## src/rtl/pd8_pkg.sv

```systemverilog
// Shared constants, FSM state type and code-to-one-hot helper for the PD8
// receive-side decoder.
package pd8_pkg;

   localparam int CODE_W = 3;
   localparam int N_OUT  = 1 << CODE_W;

   typedef enum logic [1:0] {
      IDLE   = 2'd0,
      ACTIVE = 2'd1,
      HOLD   = 2'd2
   } pd8_state_e;

   // One-hot image of an encoded channel index.
   function automatic logic [N_OUT-1:0] pd8_decode(input logic [CODE_W-1:0] code);
      logic [N_OUT-1:0] one_hot;
      one_hot = '0;
      one_hot[code] = 1'b1;
      return one_hot;
   endfunction

endpackage

```

## src/rtl/pd8_sat_counter.sv

```systemverilog
// Saturating up-counter with synchronous clear; clear wins over increment.
module pd8_sat_counter #(
   parameter int CNT_W = 8
) (
   input  logic             clk,
   input  logic             rst,
   input  logic             clr_i,
   input  logic             inc_i,
   output logic [CNT_W-1:0] cnt_o
);

   logic [CNT_W-1:0] cnt_q;
   logic [CNT_W-1:0] cnt_d;

   // Next count: clear first, otherwise step up until all ones and stick there.
   always_comb begin
      cnt_d = cnt_q;
      if (clr_i) begin
         cnt_d = '0;
      end else if (inc_i && (cnt_q != {CNT_W{1'b1}})) begin
         cnt_d = cnt_q + {{(CNT_W-1){1'b0}}, 1'b1};
      end
   end

   // Count register.
   always_ff @(posedge clk) begin
      if (rst) begin
         cnt_q <= '0;
      end else begin
         cnt_q <= cnt_d;
      end
   end

   assign cnt_o = cnt_q;

endmodule

```

## src/rtl/pd8_decoder.sv

```systemverilog
// Registered 3-to-8 decoder at the receive end of the PE8 link. Regenerates
// the one-hot request, stretches it for HOLD_CYCLES after valid drops, and
// keeps a sticky seen-channel mask plus a saturating code-change counter.
module pd8_decoder
   import pd8_pkg::*;
#(
   parameter int N_OUT       = 8,
   parameter int CODE_W      = 3,
   parameter int HOLD_CYCLES = 4,
   parameter int CNT_W       = 8
) (
   input  logic              clk,
   input  logic              rst,
   input  logic [CODE_W-1:0] code_in,
   input  logic              valid_in,
   input  logic              clr,
   output logic [N_OUT-1:0]  dec_out,
   output logic              valid_out,
   output logic              changed,
   output logic [N_OUT-1:0]  seen_mask,
   output logic [CNT_W-1:0]  event_cnt
);

   // Hold counter needs to represent HOLD_CYCLES-1; keep at least one bit.
   localparam int HOLD_W = (HOLD_CYCLES > 1) ? $clog2(HOLD_CYCLES) : 1;
   localparam logic [HOLD_W-1:0] HOLD_INIT =
      HOLD_W'((HOLD_CYCLES > 0) ? (HOLD_CYCLES - 1) : 0);

   pd8_state_e        state_q, state_d;
   logic [N_OUT-1:0]  dec_q, dec_d;
   logic              vld_q, vld_d;
   logic              chg_q, chg_d;
   logic [N_OUT-1:0]  seen_q, seen_d;
   logic [CODE_W-1:0] last_q, last_d;
   logic [HOLD_W-1:0] hold_q, hold_d;
   logic [N_OUT-1:0]  code_oh;

   assign code_oh = pd8_decode(code_in);

   // State register.
   always_ff @(posedge clk) begin
      if (rst) begin
         state_q <= IDLE;
      end else begin
         state_q <= state_d;
      end
   end

   // Next-state logic: any valid input lands in ACTIVE; the hold window
   // drains back to IDLE once the counter has reached zero.
   always_comb begin
      state_d = state_q;
      case (state_q)
         IDLE: begin
            if (valid_in) state_d = ACTIVE;
         end
         ACTIVE: begin
            if (!valid_in) state_d = (HOLD_CYCLES > 0) ? HOLD : IDLE;
         end
         HOLD: begin
            if (valid_in)            state_d = ACTIVE;
            else if (hold_q == '0)   state_d = IDLE;
         end
         default: state_d = IDLE;
      endcase
   end

   // Output/datapath next values: decode, stretch, change detect, seen mask.
   always_comb begin
      dec_d  = dec_q;
      vld_d  = vld_q;
      chg_d  = 1'b0;
      last_d = last_q;
      hold_d = hold_q;
      if (valid_in) begin
         dec_d  = code_oh;
         vld_d  = 1'b1;
         last_d = code_in;
         // Entry from IDLE always counts as a change, even for a repeated code.
         chg_d  = (state_q == IDLE) || (code_in != last_q);
      end else begin
         case (state_q)
            ACTIVE: begin
               if (HOLD_CYCLES > 0) begin
                  hold_d = HOLD_INIT;
               end else begin
                  dec_d = '0;
                  vld_d = 1'b0;
               end
            end
            HOLD: begin
               if (hold_q == '0) begin
                  dec_d = '0;
                  vld_d = 1'b0;
               end else begin
                  hold_d = hold_q - HOLD_W'(1);
               end
            end
            default: begin
               dec_d = '0;
               vld_d = 1'b0;
            end
         endcase
      end
      // clr drops this cycle's contribution to the mask.
      if (clr) begin
         seen_d = '0;
      end else if (valid_in) begin
         seen_d = seen_q | code_oh;
      end else begin
         seen_d = seen_q;
      end
   end

   // Output and bookkeeping registers.
   always_ff @(posedge clk) begin
      if (rst) begin
         dec_q  <= '0;
         vld_q  <= 1'b0;
         chg_q  <= 1'b0;
         seen_q <= '0;
         last_q <= '0;
         hold_q <= '0;
      end else begin
         dec_q  <= dec_d;
         vld_q  <= vld_d;
         chg_q  <= chg_d;
         seen_q <= seen_d;
         last_q <= last_d;
         hold_q <= hold_d;
      end
   end

   pd8_sat_counter #(
      .CNT_W (CNT_W)
   ) u_event_cnt (
      .clk   (clk),
      .rst   (rst),
      .clr_i (clr),
      .inc_i (chg_d),
      .cnt_o (event_cnt)
   );

   assign dec_out   = dec_q;
   assign valid_out = vld_q;
   assign changed   = chg_q;
   assign seen_mask = seen_q;

endmodule

```

## config.mk

```make
export PLATFORM = sky130hd
export DESIGN_NAME = pd8_decoder
export DESIGN_NICKNAME = d
export VERILOG_FILES = /design/src/rtl/pd8_pkg.sv /design/src/rtl/pd8_sat_counter.sv /design/src/rtl/pd8_decoder.sv
export SDC_FILE = /design/constraint.sdc
export NUM_CORES = 1
export LEC_CHECK = 0
export CORE_UTILIZATION = 40
export DETAILED_ROUTE_END_ITERATION = 8
export PLACE_DENSITY = 0.66
export SYNTH_ARGS = -nofsm -noshare
export SYNTH_HDL_FRONTEND = slang
export SYNTH_SLANG_ARGS = --single-unit
```

## constraint.sdc

```tcl
create_clock -name clk -period 1.9 [get_ports clk]
set_clock_uncertainty 0.1 [all_clocks]
set_input_delay 0.285 -clock clk [delete_from_list [all_inputs] [get_ports clk]]
set_output_delay 0.285 -clock clk [all_outputs]
set_load 0.01 [all_outputs]
```

## Word-level counts from Yosys, hierarchy flattened

Index checks and enable logic that the tools add are counted.

- Add/sub/neg operators: 2
- $mul: 0
- Div/mod/pow operators: 0
- Order comparisons: 2
- Equal/unequal tests: 9
- Shifts and indexed selects: 0
- Muxes and demuxes: 16
- Bitwise operators: 2
- Reduce and logical (&&, ||, !) cells: 10

Operators by type and width:

| kind | count |
|---|---|
| two-way mux 8 bit | 2 |
| one-hot mux 8 bit (2 select lines) | 1 |
| two-way mux 2 bit | 5 |
| adder 8 x 1 -> 8 bit (second input constant) | 1 |
| != test 2 bit (second input constant) | 4 |
| != test 8 bit (second input constant) | 1 |
| bitwise OR 8 bit | 1 |
| one-hot mux 2 bit (3 select lines) | 1 |
| AND reduction 3 bit | 2 |
| zero test 2 bit | 2 |
| less-than comparator 3 x 4 -> 1 bit (second input constant) | 1 |
| two-way mux 1 bit | 4 |
| one-hot mux 2 bit (2 select lines) | 1 |
| demux 1 bit (select 3 bit) | 1 |
| >= comparator 3 x 1 -> 1 bit (second input constant) | 1 |
| != test 3 bit | 1 |
| != test 3 bit (second input constant) | 1 |
| == test 2 x 1 -> 1 bit (second input constant) | 1 |
| == test 2 bit (second input constant) | 1 |
| logical AND 1 bit | 2 |
| one-hot mux 1 bit (2 select lines) | 1 |
| AND reduction 2 bit | 1 |
| nonzero test 2 bit | 1 |
| OR reduction 2 bit | 1 |
| other kinds (3) | 3 |

- Register bits: 33
- Bits in latches: 0
- Bits in writable memories: 0
- ROM bits: 0
- Input bits: 7
- Memories kept: 0

## Longest topological paths before layout

Gate-level depths: netlist of run 1.

- Word-level depth: 5
- Mapped depth: 6

## Cells and area by module

Synthesis of run 1 repeated with hierarchy kept, for this count alone.

- Cell total of the unflattened synthesis: 171
- Area total of the unflattened synthesis: 1,581.5 µm²

Modules (own cells, without submodules):

| module | instances | cells an instance | area each (µm²) | sequential area each (µm²) |
|---|---|---|---|---|
| pd8_decoder | 1 | 124 | 1,146.1 | 500.5 |
| pd8_sat_counter | 1 | 47 | 435.4 | 160.2 |

## Least setup slack after synthesis of run 1

No wires, ideal clock.

- Kind: register to register
- Start: register state_q[0]
- End: register u_event_cnt.cnt_q[6] (netlist: u_event_cnt.cnt_o[6])
- Data arrival time: 1,533 ps
- Setup slack: 188 ps
- Stages on the path, launching flop included: 7
- Path buffers: 1
- Path through: dfxtp_1 > inv_1 > ha_1 > o41ai_2 > buf_4 > nor4_1 > a211oi_2

- Longest elaborated chain between the ends: 4

Ends and longest elaborated chain:

| item | RTL line | text |
|---|---|---|
| start: declaration | pd8_decoder.sv:29 | `pd8_state_e state_q, state_d;` |
| start signal: assignment | pd8_decoder.sv:45 | `state_q <= state_d;` |
| zero test 2 bit | pd8_decoder.sv:80 | `chg_d = (state_q == IDLE) \|\| (code_in != last_q);` |
| logical OR 1 bit | pd8_decoder.sv:80 |  |
| two-way mux 1 bit | pd8_decoder.sv:75 | `if (valid_in) begin` |
| logical AND 1 bit | pd8_sat_counter.sv:20 | `end else if (inc_i && (cnt_q != {CNT_W{1'b1}})) begin` |
| end signal: assignment | pd8_sat_counter.sv:30 | `cnt_q <= cnt_d;` |
| end: declaration | pd8_sat_counter.sv:12 | `logic [CNT_W-1:0] cnt_q;` |

No other way between the ends.
A chain may end at the register's enable or synchronous reset.

## Worst setup path after layout of run 1

- Start: input code_in[0]
- End: register u_event_cnt.cnt_q[4] (netlist: u_event_cnt.cnt_o[4])

- Longest elaborated chain between the ends: 4

Ends and longest elaborated chain:

| item | RTL line | text |
|---|---|---|
| start: declaration | pd8_decoder.sv:14 | `input logic [CODE_W-1:0] code_in,` |
| != test 3 bit | pd8_decoder.sv:80 |  |
| logical OR 1 bit | pd8_decoder.sv:80 |  |
| two-way mux 1 bit | pd8_decoder.sv:75 |  |
| logical AND 1 bit | pd8_sat_counter.sv:20 |  |

No other way between the ends.

==> results of run 1 <==
## Yosys cell counts, drive strengths merged, types with 4 or more instances
cell type	count
dfxtp	33
a21oi	22
nor2	19
inv	13
nand2	10
nand3	8
ha	7
clkbuf	5
mux2i	5
a22oi	4
o31ai	4
## repair_timing
action,4_1_cts,5_1_grt
gates resized for setup,2,3
pin swaps,0,1
setup endpoints to repair,1,8
## logic make-up after synthesis
logic type                 count (synthesis)
AOI/OAI and AO/OA                         40
and+or+nand+nor                           54
xor gates and xnor gates                   3
adders and majority gates                  7
muxes                                      5
buffers and inverters                     21
DFF                                       33
## critical path, cell delays in order
cell	delay, ns
clkdlybuf4s50_1	0.52
xor2_1	0.34
o41ai_4	0.14
buf_6	0.17
buf_4	0.13
o31ai_1	0.22
a21oi_1	0.09
## how the worst max path moves through the flow
stage / from / endpoint
floorplan: state_q[0] / u_event_cnt.cnt_o[6]
global placement: code_in[2] / u_event_cnt.cnt_o[4]
detailed placement: code_in[2] / u_event_cnt.cnt_o[4]
CTS: state_q[1] / u_event_cnt.cnt_o[4]
global route: code_in[0] / u_event_cnt.cnt_o[4]
finish: code_in[0] / u_event_cnt.cnt_o[4]
## layer usage
metal,vias to the layer above,global-route usage (%)
met5,-,0
met4,0,10.5
met3,5,4.35
met2,23,29.5
met1,619,22.4
li1,666,-
## layout by cell type (no fill, tap or decap), types with 7 or more instances in the layout
cell	n
buf_4	15
nand2_1	10
nor2_1	18
ha_1	7
a21oi_1	22
nand3_1	8
dfxtp_1	32
clkdlybuf4s50_1	32
inv_1	12
## report_power, final
| group | internal (W) | switching [W] |
|---|---|---|
| Combinational | 0.000131 | 0.000146 |
| Sequential | 0.000721 | 0.0000192 |
| Clock | 0.000139 | 0.000243 |
## area by class of cell
type / instances / area, µm²
inverter: 13 / 48.8
sequential: 33 / 662
multi-input combinational: 109 / 707
fill: 300 / 1420
timing repair buffer: 48 / 444
tap: 46 / 57.6
clock buffer: 5 / 37.5
clock inverter: 3 / 17.5
## through the flow
stage	area [µm²]	setup slack (ns)	instances	hold slack, ns	TNS, ns
final	1970	0.137	257	0.357	0
after global routing	1970	0.0357	257	0.375	0
after CTS	1960	0.0236	257	0.364	0
after detailed placement	1890	-0.194	249	0.348	-0.903
after global placement	1890	-0.103	249	0.336	-0.295
after floorplan	1440	0.188	163	0.332	0
## sequential cells by signal (all words and copies together) (netlist names)
register,count
dec_out,8
seen_mask,8
u_event_cnt.cnt_o,8
last_q,3
hold_q,2
state_q,2
changed,1
valid_out,1
==> summary.txt, run 1 <==
Floorplan
  – Die width: 62.0 µm
  – Die ar.: 3840 µm²
  – Row count: 21
  – Initial Util: 42.5%
  – Area of the core: 3390 µm²
  – # IOs: 33
  – Die H: 62.0 µm

Yosys
  – Synth top area cells: dfxtp_1 46%, a21oi_1 7.7%, ha_1 6.1%
  – Syn Nets: 177
  – Mapped cell area: 1440 µm²
  – XOR/XNOR Fraction of Synth Area: 1.83%
  – Netlist cell types: 34
  – Compound-Gate Fraction of Synth Area: 18.3%
  – YS warnings: 0
  – Avg Inst Size Synth: 8.83 µm²
  – Cell taking the most area after synthesis: dfxtp_1
  – Simple-gate share of the synthesized area: 18.1%
  – Post-synthesis mux area share: 3.48%
  – Top-area cell type share of the netlist area: 45.9%
  – Seq/Total Area, Yosys: 45.9%
  – Fraction of registers with async set/reset: 0%
  – Synth Area in Adders: 6.09%
  – Post-synth EDFFs: 0
  – #FFs+latches synth: 33
  – Top FF cell, synth: dfxtp_1
  – Post-synthesis cell count: 163
  – Largest family of logic cells by synthesized area: compound AO/OA/AOI/OAI gates

Clock network
  – Cell at the root of the clock tree: clkbuf_4
  – Post-CTS Hold Fix Bufs: 0
  – TritonCTS clock tree: built
  – Clk sinks: 33
  – CTS Buf Count: 5
  – Clock Path Buffers: 2
  – H-Tree Depth: 2
  – Postcts setup bufs: 0
  – Worst-Skew Late Latency: 0.34 ns
  – Clock transition at path regs: 0.10 ns

Global route
  – First-pass GRT wire length: 5000 µm
  – GRT Util Overall: 18.4%
  – Largest net degree at the start of global routing: 17
  – Vias in the first global route: 1,174
  – GRT Residual Overflow: 0
  – Initial antenna violation count: 0

Worst setup path
  – Reg-to-Reg End: u_event_cnt.cnt_o[3]
  – Setup crit end kind: flop
  – Worst Path Required: 2.03 ns
  – CP Launch Type: input port
  – Worst setup path class: input port to flop
  – Critical R2R Launch: state_q[1]
  – FF-to-FF path depth: 6
  – Crit path max fanout: 10
  – Arr. time, crit path: 1.89 ns
  – Worst reg-to-reg setup slack: 0.16 ns

Pwr
  – Power Dens Cells: 709 nW/µm²
  – Max VDD drop: 0.369 mV
  – Total power: 0.00140 W
  – Leakage power: 0.727 nW

Route
  – Routed wire length: 3250 µm
  – Routed len/inst: 12.6 µm
  – Drt drc: 0
  – Met3 wire len: 117 µm
  – DR vias/cell: 5.11
  – Max Used Layer: met4
  – Initial DRT Pass Iterations: 4
  – Met2 WL: 1600 µm
  – Detail Route Antenna Nets: 0
  – DR iter-0 viols: 54
  – Routed vias: 1,313
  – Post-Route M1 WL: 1470 µm

Placed design
  – Detailed Place HPWL: 2460 µm
  – GPL Wtd Cong: 0.765
  – Port Buffers: 32

Hold path
  – WHS Endpoint: seen_mask[6]
  – Hold Path Depth: 2
  – HP Class: flop to flop
  – Hold_sp: seen_mask[6]

Timing
  – Final Hold Vio Count: 0
  – Period utilization: 92.8%
  – Max-slew violation count: 0
  – RSZ-0062 raised after global routing: no
  – Slew @ Worst Pin: 0.430 ns
  – Final min period: 1.76 ns
  – Fmax: 567 MHz
  – Rel. slew slack: 71.3%
  – Final setup viols: 0

Finish
  – Final core utilization: 58.3%
  – Ant diodes: 0
  – Synthesis-to-finish area growth: 37.2%
  – Final #Nets: 224
  – Ratio of cells with drive above 1 in the final layout: 15.2%

Status
  – Status: finished, final reports clean

Run
  – # Max-Cap Violations: 0
Power figures use the tool's default switching activity.
==> run 2, diff against run 1 <==
--- a/config.mk
+++ b/config.mk
@@ -5,6 +5,7 @@
 export SDC_FILE = /design/constraint.sdc
 export NUM_CORES = 1
 export LEC_CHECK = 0
+export ABC_CLOCK_PERIOD_IN_PS = 1900
 export CORE_UTILIZATION = 40
 export DETAILED_ROUTE_END_ITERATION = 8
 export PLACE_DENSITY = 0.66
==> results of run 2 <==
The final DEF is identical to that of run 1; final timing and power are the same.
==> run 3, diff against run 2 <==
--- a/config.mk
+++ b/config.mk
@@ -7,6 +7,7 @@
 export LEC_CHECK = 0
 export ABC_CLOCK_PERIOD_IN_PS = 1900
 export CORE_UTILIZATION = 40
+export CTS_BUF_LIST = sky130_fd_sc_hd__clkbuf_8 sky130_fd_sc_hd__clkbuf_16
 export DETAILED_ROUTE_END_ITERATION = 8
 export PLACE_DENSITY = 0.66
 export SYNTH_ARGS = -nofsm -noshare
==> run 3 against run 2 <==
  * Count of clock-buffer cells in the layout stayed put
  * Clock power is 33% higher
  * Cell area is 2.0% higher
  * Utilization is 1.1 points higher
  * Cell count stayed put
  * Critical path depth is 1 lower
  * Fmax is 3.1% lower
  * Register-to-register slack hardly changed
  * Worst hold slack worse by 0.0040 ns
  * Critical endpoint is now u_event_cnt.cnt_o[3]
  * Largest cell class unchanged
==> summary.txt, run 3 (same netlist as run 1, synthesis figures left out) <==
Global route
  – GRT met3 Usage: 6.21%
  – Largest net degree at the start of global routing: 17
  – Initial antenna violation count: 0
  – GRT Util Overall: 18.3%
  – First-pass GRT wire length: 5040 µm
  – GRT Residual Overflow: 0
  – M2 GR Usage: 29.6%
  – Vias in the first global route: 1,180
  – Most used routing layer: met2
  – GR Util met1: 22.7%

Hold path
  – HP Class: flop to flop
  – Hold_sp: seen_mask[6]
  – Hold Path Depth: 2

Floorplan
  – Row count: 21
  – # IOs: 33
  – Die H: 62.0 µm
  – Area of the core: 3390 µm²
  – Die ar.: 3840 µm²
  – Die width: 62.0 µm
  – Initial Util: 42.5%

Clock network
  – Cell at the root of the clock tree: clkbuf_8
  – Post-CTS Hold Fix Bufs: 0
  – Clock transition at path regs: 0.07 ns
  – CTS Buf Count: 5
  – Clock Path Buffers: 2
  – Clk sinks: 33
  – Worst-Skew Late Latency: 0.28 ns
  – H-Tree Depth: 2
  – Postcts setup bufs: 0
  – TritonCTS clock tree: built

Route
  – DR iter-0 viols: 53
  – Detail Route Antenna Nets: 0
  – Routed vias: 1,336
  – Routed wire length: 3270 µm
  – DR vias/cell: 5.20
  – Initial DRT Pass Iterations: 4
  – Routed len/inst: 12.7 µm
  – Drt drc: 0

Worst setup path
  – Crit path launch: code_in[1]
  – FF-to-FF path depth: 7
  – Worst Path Required: 2.02 ns
  – Setup crit end kind: flop
  – Worst setup path class: input port to flop
  – CP Launch Type: input port
  – Arr. time, crit path: 1.94 ns
  – Critical R2R Launch: state_q[1]
  – Crit path max fanout: 3

Timing
  – Final min period: 1.82 ns
  – Final setup viols: 0
  – Final Hold Vio Count: 0
  – Period utilization: 95.7%
  – Fmax: 550 MHz
  – Slew @ Worst Pin: 0.417 ns
  – Rel. slew slack: 72.1%
  – Max-slew violation count: 0

Placed design
  – Cells after DPL: 249
  – GPL Wtd Cong: 0.765
  – Detailed Place HPWL: 2460 µm
  – Port Buffers: 32

Run
  – # Max-Cap Violations: 0

Finish
  – Ant diodes: 0
  – Final #Nets: 224
  – Synthesis-to-finish area growth: 39.9%
  – Ratio of cells with drive above 1 in the final layout: 15.6%
  – Non-filler cells, final: 257
  – Filler cells: 287
  – Most frequent cells in the layout: 32 x dfxtp_1, 32 x clkdlybuf4s50_1, 22 x a21oi_1

Pwr
  – Leakage power: 0.741 nW
  – Total power: 0.00153 W
  – Power Dens Cells: 758 nW/µm²
  – Max VDD drop: 0.448 mV

Status
  – Status: finished, final reports clean
-- run 3: cell count changes in the layout (fill, tap and decap cells not counted) --
cell and change:
xor2_2 +1, clkbuf_8 +5, xor2_1 -1, clkbuf_4 -5
-- run 3: per-stage QoR --
| stage | setup slack [ns] | utilization, % | cell area [µm²] | TNS, ns | hold WS [ns] |
|---|---|---|---|---|---|
| 2_1_floorplan | 0.188 | - | 1440 | 0 | 0.332 |
| 3_3_place_gp | -0.103 | 55.9 | 1890 | -0.295 | 0.336 |
| 3_5_place_dp | -0.194 | 55.9 | 1890 | -0.903 | 0.348 |
| 4_1_cts | 0.00279 | 58.8 | 1990 | 0 | 0.358 |
| 5_1_grt | -0.0192 | 59.4 | 2010 | -0.0192 | 0.369 |
| 6_report | 0.0813 | 59.4 | 2010 | 0 | 0.353 |
-- run 3: final cells by class --
class / instances / area [µm²] / area share [%]
multi-input cells: 109 / 714 / 35.5
flip-flops and latches: 33 / 662 / 32.9
repair buffers: 48 / 444 / 22.1
clock buffers: 5 / 68.8 / 3.42
well taps: 46 / 57.6 / 2.86
inverters: 13 / 48.8 / 2.42
clock inverters: 3 / 17.5 / 0.870
-- run 3: layer usage --
metal	share of wire, %	up-vias
met5	0	-
met4	0.74	0
met3	3.0	4
met2	50	24
met1	46	640
li1	-	668
-- run 3: worst max-delay path, stage by stage --
cell	delay (ns)
clkdlybuf4s50_1	0.50
xor2_1	0.32
buf_4	0.18
nor4_2	0.04
or4_1	0.48
a21oi_1	0.14
-- run 3: timing repair --
action                                  in CTS  in global routing
gates resized for setup                      1                  5
endpoints found under the setup margin       1                  8
pin swaps                                    0                  1
-- run 3: final timing paths --
| check | to | slack, ns |
|---|---|---|
| setup / recovery | u_event_cnt.cnt_o[3] | 0.08 |
| hold / removal | seen_mask[6] | 0.35 |
| setup reg to reg | state_q[0] | 0.17 |
| hold reg to reg | seen_mask[6] | 0.35 |
-- run 3: where the power goes --
| part | leakage [nW] | switching [W] | internal [W] |
|---|---|---|---|
| combinational | 0.428 | 0.000146 | 0.000132 |
| sequential | 0.269 | 0.0000195 | 0.000722 |
| clock | 0.0439 | 0.000255 | 0.000252 |
| total | 0.741 | 0.000420 | 0.00111 |
